--- src/rtl/vram_arbiter.sv ---
// vram_arbiter: single-port scheduler for the 16 KB CGA video RAM in the 25 MHz pixel domain.
// Define VRAM_ARB_POSTWR_EN to add a 1-entry posted CPU write buffer.
module vram_arbiter #(
    parameter int unsigned STARVE_MAX = 4
) (
    input  logic        iClk25,
    input  logic        iRstN,
    input  logic        iDispReq,
    input  logic [12:0] iDispAddr,
    output logic        oDispValid,
    output logic [15:0] oDispData,
    input  logic        iCpuReq,
    input  logic        iCpuWr,
    input  logic [13:0] iCpuAddr,
    input  logic [7:0]  iCpuWrData,
    output logic        oCpuAck,
    output logic [7:0]  oCpuRdData,
    output logic [12:0] oRamAddr,
    output logic        oRamWe,
    output logic [1:0]  oRamBe,
    output logic [15:0] oRamWrData,
    input  logic [15:0] iRamRdData
);
    localparam logic [3:0] STARVE_LIM = 4'(STARVE_MAX);

    typedef enum logic [1:0] {
        TAG_NONE = 2'd0,
        TAG_DISP = 2'd1,
        TAG_CPU  = 2'd2
    } tag_e;

    typedef enum logic [1:0] {
        GNT_IDLE = 2'd0,
        GNT_CPU  = 2'd1,
        GNT_PEND = 2'd2,
        GNT_NEW  = 2'd3
    } grant_e;

    tag_e        tag0_r;
    tag_e        tag1_r;
    logic        dispPendValid_r;
    logic [12:0] dispPendAddr_r;
    logic [3:0]  starveCnt_r;
    logic        cpuRdBusy_r;
    logic        cpuByteSel_r;

    logic        cpuElig_s;
    logic        cpuWant_s;
    logic        cpuIsWr_s;
    logic [13:0] cpuAddr_s;
    logic [7:0]  cpuData_s;
    logic        wbAccept_s;
    logic        wrAckOnIssue_s;
    logic        contend_s;
    grant_e      grant_s;

`ifdef VRAM_ARB_POSTWR_EN
    logic        wbValid_r;
    logic [13:0] wbAddr_r;
    logic [7:0]  wbData_r;

    // CPU source select: a buffered write drains ahead of any new request
    always_comb begin
        cpuElig_s      = iCpuReq && !cpuRdBusy_r && !oCpuAck && !wbValid_r;
        wbAccept_s     = cpuElig_s && iCpuWr;
        wrAckOnIssue_s = 1'b0;
        if (wbValid_r) begin
            cpuWant_s = 1'b1;
            cpuIsWr_s = 1'b1;
            cpuAddr_s = wbAddr_r;
            cpuData_s = wbData_r;
        end else begin
            cpuWant_s = cpuElig_s && !iCpuWr;
            cpuIsWr_s = 1'b0;
            cpuAddr_s = iCpuAddr;
            cpuData_s = iCpuWrData;
        end
    end

    // Posted write buffer: filled on acceptance, emptied when its write issues
    always_ff @(posedge iClk25 or negedge iRstN) begin
        if (!iRstN) begin
            wbValid_r <= 1'b0;
            wbAddr_r  <= 14'd0;
            wbData_r  <= 8'd0;
        end else if (wbAccept_s) begin
            wbValid_r <= 1'b1;
            wbAddr_r  <= iCpuAddr;
            wbData_r  <= iCpuWrData;
        end else if ((grant_s == GNT_CPU) && cpuIsWr_s) begin
            wbValid_r <= 1'b0;
        end
    end
`else
    // CPU source select: the live request goes straight to the port
    always_comb begin
        cpuElig_s      = iCpuReq && !cpuRdBusy_r && !oCpuAck;
        wbAccept_s     = 1'b0;
        wrAckOnIssue_s = 1'b1;
        cpuWant_s      = cpuElig_s;
        cpuIsWr_s      = iCpuWr;
        cpuAddr_s      = iCpuAddr;
        cpuData_s      = iCpuWrData;
    end
`endif

    // Port grant; the starvation override is held off only when it would leave
    // a new display request with nowhere to go (pending slot already occupied)
    always_comb begin
        contend_s = cpuWant_s || cpuElig_s;
        if (cpuWant_s && (starveCnt_r == STARVE_LIM) && !(dispPendValid_r && iDispReq)) begin
            grant_s = GNT_CPU;
        end else if (dispPendValid_r) begin
            grant_s = GNT_PEND;
        end else if (iDispReq) begin
            grant_s = GNT_NEW;
        end else if (cpuWant_s) begin
            grant_s = GNT_CPU;
        end else begin
            grant_s = GNT_IDLE;
        end
    end

    // Issue, display pending slot, starvation counter and read-return pipeline
    always_ff @(posedge iClk25 or negedge iRstN) begin
        if (!iRstN) begin
            oDispValid      <= 1'b0;
            oDispData       <= 16'd0;
            oCpuAck         <= 1'b0;
            oCpuRdData      <= 8'd0;
            oRamAddr        <= 13'd0;
            oRamWe          <= 1'b0;
            oRamBe          <= 2'b00;
            oRamWrData      <= 16'd0;
            dispPendValid_r <= 1'b0;
            dispPendAddr_r  <= 13'd0;
            starveCnt_r     <= 4'd0;
            tag0_r          <= TAG_NONE;
            tag1_r          <= TAG_NONE;
            cpuRdBusy_r     <= 1'b0;
            cpuByteSel_r    <= 1'b0;
        end else begin
            tag1_r     <= tag0_r;
            oDispValid <= 1'b0;
            oCpuAck    <= wbAccept_s;

            case (grant_s)
                GNT_CPU: begin
                    oRamAddr <= cpuAddr_s[13:1];
                    if (cpuIsWr_s) begin
                        oRamWe     <= 1'b1;
                        oRamBe     <= cpuAddr_s[0] ? 2'b01 : 2'b10;
                        oRamWrData <= {cpuData_s, cpuData_s};
                        tag0_r     <= TAG_NONE;
                        oCpuAck    <= wrAckOnIssue_s;
                    end else begin
                        oRamWe       <= 1'b0;
                        oRamBe       <= 2'b00;
                        tag0_r       <= TAG_CPU;
                        cpuRdBusy_r  <= 1'b1;
                        cpuByteSel_r <= cpuAddr_s[0];
                    end
                    if (iDispReq) begin
                        dispPendValid_r <= 1'b1;
                        dispPendAddr_r  <= iDispAddr;
                    end
                end
                GNT_PEND: begin
                    oRamAddr        <= dispPendAddr_r;
                    oRamWe          <= 1'b0;
                    oRamBe          <= 2'b00;
                    tag0_r          <= TAG_DISP;
                    dispPendValid_r <= iDispReq;
                    if (iDispReq) begin
                        dispPendAddr_r <= iDispAddr;
                    end
                end
                GNT_NEW: begin
                    oRamAddr <= iDispAddr;
                    oRamWe   <= 1'b0;
                    oRamBe   <= 2'b00;
                    tag0_r   <= TAG_DISP;
                end
                default: begin
                    oRamWe <= 1'b0;
                    oRamBe <= 2'b00;
                    tag0_r <= TAG_NONE;
                end
            endcase

            if (!contend_s || (grant_s == GNT_CPU)) begin
                starveCnt_r <= 4'd0;
            end else if (starveCnt_r != STARVE_LIM) begin
                starveCnt_r <= starveCnt_r + 4'd1;
            end

            // Data sampled now belongs to the access issued two edges ago
            if (tag1_r == TAG_DISP) begin
                oDispValid <= 1'b1;
                oDispData  <= iRamRdData;
            end else if (tag1_r == TAG_CPU) begin
                oCpuAck     <= 1'b1;
                oCpuRdData  <= cpuByteSel_r ? iRamRdData[7:0] : iRamRdData[15:8];
                cpuRdBusy_r <= 1'b0;
            end
        end
    end
endmodule

--- config.mk ---
export PLATFORM = sky130hd
export DESIGN_NAME = vram_arbiter
export DESIGN_NICKNAME = d
export VERILOG_FILES = /design/src/rtl/vram_arbiter.sv
export SDC_FILE = /design/constraint.sdc
export NUM_CORES = 1
export LEC_CHECK = 0
export CAP_MARGIN = 20
export CORE_MARGIN = 3
export CORE_UTILIZATION = 46
export CTS_CLUSTER_SIZE = 40
export DETAILED_ROUTE_END_ITERATION = 10
export PLACE_DENSITY_LB_ADDON = 0.15
export SYNTH_ARGS = -nofsm -noshare
export SYNTH_HDL_FRONTEND = slang
export SYNTH_SLANG_ARGS = --single-unit
--- constraint.sdc ---
create_clock -name iClk25 -period 2.7 [get_ports iClk25]
set_input_delay 0.27 -clock iClk25 [delete_from_list [all_inputs] [get_ports iClk25]]
set_output_delay 0.27 -clock iClk25 [all_outputs]
set_load 0.02 [all_outputs]
==> impl_results.md <==
- Num CTS Buffers: 9
- Mapped Cells: 263
- CTS tree: built
- Worst Path Required: 2.91 ns
- DIE WIDTH: 91.7 um
- Diode count: 0
- Vias in the first global route: 2355
- Setup crit end kind: flip-flop
- IO buf count: 113
- Max-slew violations: 0
- Clk slew on worst S/H paths: 0.07 ns
- Final WL: 7280 um
- Slowest-stage cell, CP: dfrtp_1
- Placed instance area: 4450 um2
- Effective utilization at floorplan: 0.487
- Synth area leader: dfrtp_1
- Total core area: 6940 um2
- Area contributors post-synth: dfrtp_1, mux2_4, mux2_1, a22o_1, mux2i_1
- Die Height: 91.7 um
- Synth Register Bits: 74
- Initial antenna violation count: 0
- DR DRC count: 0
- Layout cells sized above 1: 0.123
- Post-CTS Setup Bufs: 0
- Max stage delay on crit path: 0.41 ns
- Post-synthesis sequential area ratio: 0.548
- Worst EP arrival: 2.69 ns
- Status: completed
- Worst-Margin Slew: 0.912 ns
- Crit path max fanout: 13
- Area taken by flip-flops and latches: 1850 um2
- Hold WS: 0.0486 ns
- RePlAce Congestion: 0.759
- Worst path top cell family by delay: adder cells
- Root Buffer: clkbuf_8
- R2R Setup Slk: 0.23 ns
- Final Core Density: 0.673
- Most used cell, CP: ha_1
- Worst Path Buf+Inv: 2
- Area of the multi-input gates: 1240 um2
- Worst reg2reg startpoint: starveCnt_r[0]$_DFFE_PN0P_
- Startpoint Class: flip-flop
- Static leakage: 2.11 nW
- Synth Area per Inst: 12.9 um2
- Area fraction of the dominant cell type after synthesis: 0.548
- Pin count of the biggest net entering global routing: 75
- Final hold violation count: 0
- Vias per cell: 4.99
- Wirelength per Cell: 15.5 um
- DR pass1 iterations: 4
- Unrepaired setup endpoints after global routing: no
- Worst r2r dst: dispPendAddr_r[5]$_DFFE_PN0P_
- Rel. slew slack: 0.392
- Setup TNS: 0 ns
- Post-layout instance area: 4670 um2
- Synthesized area: 3380 um2
- Fin crit period: 2.47 ns
- VDD IR max: 0.722 mV
- Layout net count: 431
- Clk sinks: 74
- CTS Buffer Depth: 2
- Antenna viol nets, final: 0
- Tightest Hold Check Type: in2async
- Synth-to-Final Area Change: 38.2%
- Filler cells: 538
- Max Fclk: 404 MHz
- DP HPWL: 5230 um
- GRT overflow: 0
- Fin crit share: 0.916
- CTS H-tree depth: 3
- Pwr/cell area: 1210 nW/um2
- YS warnings: 0
- Global-route wire length before repair: 11700 um
- Final setup viols: 0
- Worst path depth: 9
- Yosys cell types: 35
- DIE AREA: 8410 um2
- I/O pins: 114
- Post-route clock skew: 0.00734 ns
- CP Cell Sequence: inv_1 > ha_1 > and3b_1 > a31oi_1 > a21oi_1 > ha_1 > nand2b_1 > buf_4 > mux2_1
- Clock Latency Late Sink: 0.34 ns
- DR iter-0 viols: 70
- Max-cap violations: 0
- Tot GR Track Use: 0.176
- DR vias: 2340
- Num rows: 30
- Critical path class: reg2reg
- Worst R2R Path Depth: 9
- Syn Nets: 326
- Worst slack, placed: 0.0550 ns
- Worst setup margin: 0.228 ns
==> state kept, by name (all words and copies together) (netlist names) <==
name,cells
cpuByteSel_r,1
cpuRdBusy_r,1
dispPendAddr_r,13
dispPendValid_r,1
oCpuAck,1
oCpuRdData,8
oDispData,16
oDispValid,1
oRamAddr,13
oRamBe,2
oRamWe,1
oRamWrData,8
starveCnt_r,4
tag0_r,2
tag1_r,2
==> how the worst max path moves through the flow <==
| stage | slack (ns) | start | to |
|---|---|---|---|
| finish | 0.23 | starveCnt_r[0]$_DFFE_PN0P_ | dispPendAddr_r[5]$_DFFE_PN0P_ |
| global route | 0.07 | starveCnt_r[0]$_DFFE_PN0P_ | dispPendAddr_r[5]$_DFFE_PN0P_ |
| CTS | 0.03 | starveCnt_r[0]$_DFFE_PN0P_ | oRamAddr[1]$_DFFE_PN0P_ |
| detailed placement | 0.06 | starveCnt_r[0]$_DFFE_PN0P_ | oRamAddr[1]$_DFFE_PN0P_ |
| global placement | 0.17 | starveCnt_r[0]$_DFFE_PN0P_ | oRamAddr[1]$_DFFE_PN0P_ |
| floorplan | 0.44 | starveCnt_r[0]$_DFFE_PN0P_ | dispPendAddr_r[0]$_DFFE_PN0P_ |
==> synthesized netlist by cell type, drive strengths merged <==
cell type / n
dfrtp: 74
mux2: 38
inv: 22
buf: 21
a21oi: 16
a211oi: 13
a22o: 13
nand2: 12
o21ai: 10
mux2i: 9
ha: 7
nor2: 7
nand2b: 5
nor3: 3
a21o: 2
clkbuf: 2
xnor2: 2
a21boi: 1
a31oi: 1
and3: 1
and3b: 1
nand3: 1
nor3b: 1
o21a: 1
==> per-stage QoR <==
step           total power, mW  instances
2_1_floorplan             3.78        263
3_3_place_gp              4.72        453
3_5_place_dp              4.78        453
4_1_cts                   5.74        469
5_1_grt                   6.00        469
6_report                  5.67        469
==> cells in the final DEF, fill, tap and decap left out, types with 4 or more instances in the layout <==
cell and n:
clkdlybuf4s50_1 112, dfrtp_1 74, inv_1 22, mux2_1 19, a21oi_1 16, mux2_4 16, a22o_1 13, nand2_1 12
a211oi_1 11, clkbuf_8 10, mux2i_1 9, o21ai_1 9, nor2_1 6, ha_1 5, buf_4 5, nand2b_1 4
==> logic make-up (layout without fill, tap and decap cells) <==
family          Yosys count  after routing  share of synthesized area
xor+xnor                  2              2                    0.00518
fa+ha+maj                 7              7                     0.0259
mux                      47             47                      0.171
simple gates             31             31                     0.0488
flops                    74             74                      0.548
buf+inv                  45            155                     0.0866
compound gates           57             57                      0.115
==> repair_timing <==
item,CTS,global route
gates resized for setup,0,2
endpoints found under the setup margin,0,13
hold buffers,0,0
==> layer usage <==
| layer | wire length [um] | global-route usage |
|---|---|---|
| met1 | 3220 | 0.225 |
| met5 | 0 | 0 |
| met3 | 381 | 0.0394 |
| met4 | 107 | 0.0780 |
| met2 | 3580 | 0.288 |
==> layout make-up <==
class	count	area share
Sequential cell	74	0.396
Tap cell	96	0.0257
Inverter	22	0.0177
Timing Repair Buffer	117	0.248
Multi-Input combinational cell	144	0.266
Clock buffer	11	0.0303
Clock inverter	5	0.0166
==> where the power goes <==
group / internal, mW / switching [mW]
logic: 1.45 / 1.34
clock network: 0.543 / 0.389
registers: 1.62 / 0.324
total: 3.62 / 2.05
Power figures use the tool's default switching activity.
